===== src/rtl/mux4_rr_arbiter.sv =====
// Round-robin arbiter for the shared 4:1 tristate mux channel.
// Grants one requester at a time and inserts a dead gap after every ownership change.
module mux4_rr_arbiter #(
   parameter int MAX_HOLD = 8,
   parameter int GAP      = 1
) (
   input  logic       clk,
   input  logic       rst_n,
   input  logic [3:0] req,
   input  logic [3:0] done,
   output logic [3:0] grant,
   output logic [1:0] sel,
   output logic       bus_en,
   output logic       busy,
   output logic       timeout
);

   // state   | meaning
   // S_IDLE  | channel free, arbitrate on any request
   // S_GRANT | sel owns the channel, bus driven, hold timer running
   // S_GAP   | no driver; dead cycles before the next arbitration
   typedef enum logic [1:0] {S_IDLE, S_GRANT, S_GAP} state_t;

   localparam logic [3:0] HOLD_LOAD = 4'(MAX_HOLD - 1);
   localparam logic [1:0] GAP_LOAD  = 2'(GAP - 1);

   state_t     state, state_nxt;
   logic [3:0] hold_cnt, hold_nxt;
   logic [1:0] gap_cnt, gap_nxt;
   logic [1:0] last, last_nxt;
   logic [3:0] grant_nxt;
   logic [1:0] sel_nxt;
   logic       bus_en_nxt, busy_nxt, timeout_nxt;

   logic       win_vld;
   logic [1:0] win_idx;
   logic [1:0] cand;
   logic       own_req, own_done, hold_tc, rel;

   // Search starts one past the last owner; i=4 wraps to the last owner itself.
   always_comb begin
      win_vld = 1'b0;
      win_idx = last;
      cand    = last;
      for (int i = 1; i <= 4; i++) begin
         cand = last + 2'(i);
         if (!win_vld && req[cand]) begin
            win_vld = 1'b1;
            win_idx = cand;
         end
      end
   end

   assign own_req  = req[sel];
   assign own_done = done[sel];
   assign hold_tc  = (hold_cnt == 4'd0);
   assign rel      = !own_req || own_done || hold_tc;

   always_ff @(posedge clk or negedge rst_n) begin
      if (!rst_n) begin
         state    <= S_IDLE;
         hold_cnt <= 4'd0;
         gap_cnt  <= 2'd0;
         last     <= 2'd3;
         grant    <= 4'd0;
         sel      <= 2'd0;
         bus_en   <= 1'b0;
         busy     <= 1'b0;
         timeout  <= 1'b0;
      end else begin
         state    <= state_nxt;
         hold_cnt <= hold_nxt;
         gap_cnt  <= gap_nxt;
         last     <= last_nxt;
         grant    <= grant_nxt;
         sel      <= sel_nxt;
         bus_en   <= bus_en_nxt;
         busy     <= busy_nxt;
         timeout  <= timeout_nxt;
      end
   end

   always_comb begin
      state_nxt = state;
      case (state)
         S_IDLE:  if (win_vld) state_nxt = S_GRANT;
         S_GRANT: if (rel) state_nxt = S_GAP;
         S_GAP:   if (gap_cnt == 2'd0) state_nxt = win_vld ? S_GRANT : S_IDLE;
         default: state_nxt = S_IDLE;
      endcase
   end

   always_comb begin
      hold_nxt    = hold_cnt;
      gap_nxt     = gap_cnt;
      last_nxt    = last;
      grant_nxt   = grant;
      sel_nxt     = sel;
      bus_en_nxt  = bus_en;
      busy_nxt    = busy;
      timeout_nxt = 1'b0;
      if (state != S_GRANT && state_nxt == S_GRANT) begin
         grant_nxt  = 4'b0001 << win_idx;
         sel_nxt    = win_idx;
         bus_en_nxt = 1'b1;
         busy_nxt   = 1'b1;
         hold_nxt   = HOLD_LOAD;
      end else if (state == S_GRANT && state_nxt == S_GRANT) begin
         hold_nxt = hold_cnt - 4'd1;
      end else if (state == S_GRANT && state_nxt == S_GAP) begin
         // grant and bus_en fall together so the tristate driver never outlives ownership
         grant_nxt   = 4'd0;
         bus_en_nxt  = 1'b0;
         busy_nxt    = 1'b1;
         last_nxt    = sel;
         gap_nxt     = GAP_LOAD;
         timeout_nxt = hold_tc && own_req && !own_done;
      end else if (state == S_GAP && state_nxt == S_GAP) begin
         gap_nxt = gap_cnt - 2'd1;
      end else if (state_nxt == S_IDLE) begin
         grant_nxt  = 4'd0;
         bus_en_nxt = 1'b0;
         busy_nxt   = 1'b0;
      end
   end

endmodule

===== config.mk =====
export PLATFORM = sky130hd
export DESIGN_NAME = mux4_rr_arbiter
export DESIGN_NICKNAME = d
export VERILOG_FILES = /design/src/rtl/mux4_rr_arbiter.sv
export SDC_FILE = /design/constraint.sdc
export NUM_CORES = 1
export LEC_CHECK = 0
export CAP_MARGIN = 20
export CORE_MARGIN = 2
export CORE_UTILIZATION = 38
export DETAILED_ROUTE_END_ITERATION = 16
export PLACE_DENSITY = 0.62
export SETUP_SLACK_MARGIN = 0.5
export SLEW_MARGIN = 20
export SYNTH_ARGS = -nofsm -noshare
export SYNTH_HDL_FRONTEND = slang
export SYNTH_SLANG_ARGS = --single-unit

===== constraint.sdc =====
create_clock -name clk -period 2.6 [get_ports clk]
set_clock_uncertainty 0.2 [all_clocks]
set_input_delay 0.52 -clock clk [delete_from_list [all_inputs] [get_ports clk]]
set_output_delay 0.52 -clock clk [all_outputs]
set_load 0.005 [all_outputs]

==> impl_metrics.csv <==
group,metric,value,unit
critical_path,reg2reg_from,"hold_cnt[0]$_DFFE_PN0P_",
power_and_ir_drop,power.total,1461,uW
routing,vias,939,
critical_path,critPathKind,"flop to output pin",
cells_and_area,layout_common_cells,"16 x dfrtp_1, 10 x clkdlybuf4s50_1, 9 x buf_4",
routing,avgViaCountPerCell,5.556,
critical_path,path_max_fanout,5,
clocking,cts_made_buffers,3,
power_and_ir_drop,powerDensity,1030,nW/um2
place,hpwl,2037,um
critical_path,reg2reg_to,"grant[1]$_DFFE_PN0P_",
yosys,synth.avg_cell_area,10.06,um2
cells_and_area,antennaDiodeCount,0,
floorplan,core,2734,um2
yosys,synth_edf_count,0,
yosys,syn_nets,120,
cells_and_area,nets,151,
sta,report.final.slew_viol_count,0,
yosys,ys_seq_elements,19,
floorplan,num_io_pins,19,
critical_path,rr_worst_depth,6,
sta,fin_ws,0.5752,ns
routing,firstDrtPassIters,4,
yosys,syn_area,1086,um2
yosys,yosysWarnings,0,
sta,rsz0062_at_grt,"false",
critical_path,cpLargestDelayFamily,"buffers and inverters",
place,io_buffers,18,
routing,drc,0,
floorplan,die-area,3302,um2
sta,slew_headroom,0.6469,
yosys,synth_cells,108,
clocking,cts_tree,"done",
sta,tightest_slew,0.5251,ns
routing,drt_iter0_markers,42,
global_route,grtUsageTotal,0.1777,
global_route,met1_usage,0.2539,
global_route,gr-usage-met2,0.2808,
floorplan,die_h,57.46,um
sta,fin_crit,2.025,ns
routing,ant_nets,0,
sta,whs,0.3043,ns
critical_path,cp.depth,1,
yosys,synthArstFlopShare,1.000,
clocking,clock_path_buffers,2,
critical_path,reg2reg_slack,0.61,ns
clocking,clk_root_buffer_cell,"clkbuf_4",
cells_and_area,layout-drive-gt1-share,0.2101,
yosys,synth_flop_cell,"dfrtp_1",
place,dp_slack,0.07560,ns
cells_and_area,area_delta_synth_final,30.65,%
clocking,cts_sinks,19,
min_path,hold_class,"flop to flop",
critical_path,endpoint,"sel[0]",
place,globalplace.congestion,0.8503,
critical_path,max_stage_delay,0.54,ns
global_route,grt_use_met3,0.02948,
global_route,antenna_found_initial,0,
critical_path,worst_ep_required_time,1.88,ns
floorplan,std_cell_rows,19,
run,cap_violations,0,
global_route,grt_max_degree,20,
sta,max_freq,0.4939,GHz
global_route,grt_pass1_wl,4540,um
yosys,ys_types,42,
critical_path,worstPathArrival,1.30,ns
sta,tns,0,ns
cells_and_area,final_util,0.5190,
clocking,cts_hold_buffers,0,
status,status,"finished, final reports clean",
clocking,insertion_delay,0.30,ns
sta,hold_violations,0,
clocking,h-tree-depth,1,
global_route,grt_overflow_total,0,
critical_path,cp-start-kind,"flop",
routing,wire_per_inst,16.21,um
clocking,clk_pin_slew,0.11,ns
power_and_ir_drop,peakVddDrop,0.0007106,V
cells_and_area,layout_commonest_cell,"dfrtp_1",
cells_and_area,nFillCells,250,
critical_path,crit_buf_inv,1,
critical_path,critical_path.startpoint,"sel[0]$_DFFE_PN0P_",
critical_path,crit_path_cell_trace,"clkdlybuf4s50_1",
floorplan,fp.dieW,57.46,um
critical_path,crit_slowest_cell,"clkdlybuf4s50_1",
critical_path,crit_path_end_kind,"output pin",
floorplan,start_util,0.3973,
yosys,yosysSeqAreaShare,0.4401,
sta,fin_crit_sh,0.7788,
routing,routed_wl,2740,um
power_and_ir_drop,p_leak,0.0006177,uW
global_route,grt-busiest-layer,"met2",
sta,finalSetupViolCount,0,
global_route,grt_pass1_vias,979,
## cell type report
| cell class | instances | area (um2) | area share |
|---|---|---|---|
| clock buffers | 4 | 26.28 | 0.01852 |
| inverters | 5 | 18.77 | 0.01323 |
| multi-input cells | 82 | 606.8 | 0.4277 |
| flip-flops and latches | 19 | 479.2 | 0.3377 |
| well taps | 31 | 38.79 | 0.02734 |
| repair buffers | 28 | 249.0 | 0.1755 |
## layer usage
metal,share of wire,vias up
met4,0.0066,0
li1,-,452
met3,0.036,3
met2,0.48,22
met1,0.48,462
met5,0,-
## repair_timing
action	CTS	global route
endpoints found under the hold margin	0	0
resized for setup	11	2
buffers inserted	1	0
setup endpoints to repair	15	2
pin swaps	1	0
## cell families (layout without fill, tap and decap cells)
| family | Yosys count | after routing | synth area share |
|---|---|---|---|
| AOI/OAI and AO/OA | 27 | 27 | 0.1867 |
| adders and majority gates | 2 | 2 | 0.02304 |
| buffers and inverters | 7 | 37 | 0.02534 |
| DFF | 19 | 19 | 0.4401 |
| muxes | 6 | 6 | 0.08871 |
| and+or+nand+nor | 47 | 47 | 0.2362 |
## registers in the layout (all words and copies together), names as in the netlist
| name | cells |
|---|---|
| grant | 4 |
| hold_cnt | 4 |
| gap_cnt | 2 |
| last | 2 |
| sel | 2 |
| state | 2 |
| bus_en | 1 |
| busy | 1 |
| timeout | 1 |
## Yosys cell counts, drive strengths merged, types with 3 or more instances
| cell type | instances | area share |
|---|---|---|
| dfrtp | 17 | 0.39 |
| nand2b | 8 | 0.046 |
| nor2 | 8 | 0.028 |
| nor2b | 8 | 0.046 |
| a21oi | 7 | 0.032 |
| nand2 | 7 | 0.024 |
| inv | 5 | 0.017 |
| nor3 | 5 | 0.023 |
| a311oi | 3 | 0.024 |
| mux2 | 3 | 0.038 |
| o21ai | 3 | 0.028 |
## per-stage QoR
step | instance area, um2 | cells
2_1_floorplan | 1091 | 108
3_3_place_gp | 1369 | 164
3_5_place_dp | 1369 | 164
4_1_cts | 1410 | 169
5_1_grt | 1419 | 169
6_report | 1419 | 169
## power breakdown
part	switching [uW]	internal, uW	total [uW]
Sequential	137	424	561
Combinational	341	405	746
Clock	94.0	59.8	154
Total	572	889	1460
## worst min-delay path by stage
stage,cells after the start,from,slack (ns),end
after detailed placement,1,bus_en$_DFFE_PN0P_,0.28,bus_en$_DFFE_PN0P_
after global routing,1,bus_en$_DFFE_PN0P_,0.33,bus_en$_DFFE_PN0P_
final,1,bus_en$_DFFE_PN0P_,0.30,bus_en$_DFFE_PN0P_
after global placement,1,bus_en$_DFFE_PN0P_,0.27,bus_en$_DFFE_PN0P_
after CTS,1,bus_en$_DFFE_PN0P_,0.31,bus_en$_DFFE_PN0P_
after floorplan,0,rst_n,0.02,bus_en$_DFFE_PN0P_
(Power assumes the default switching activity.)
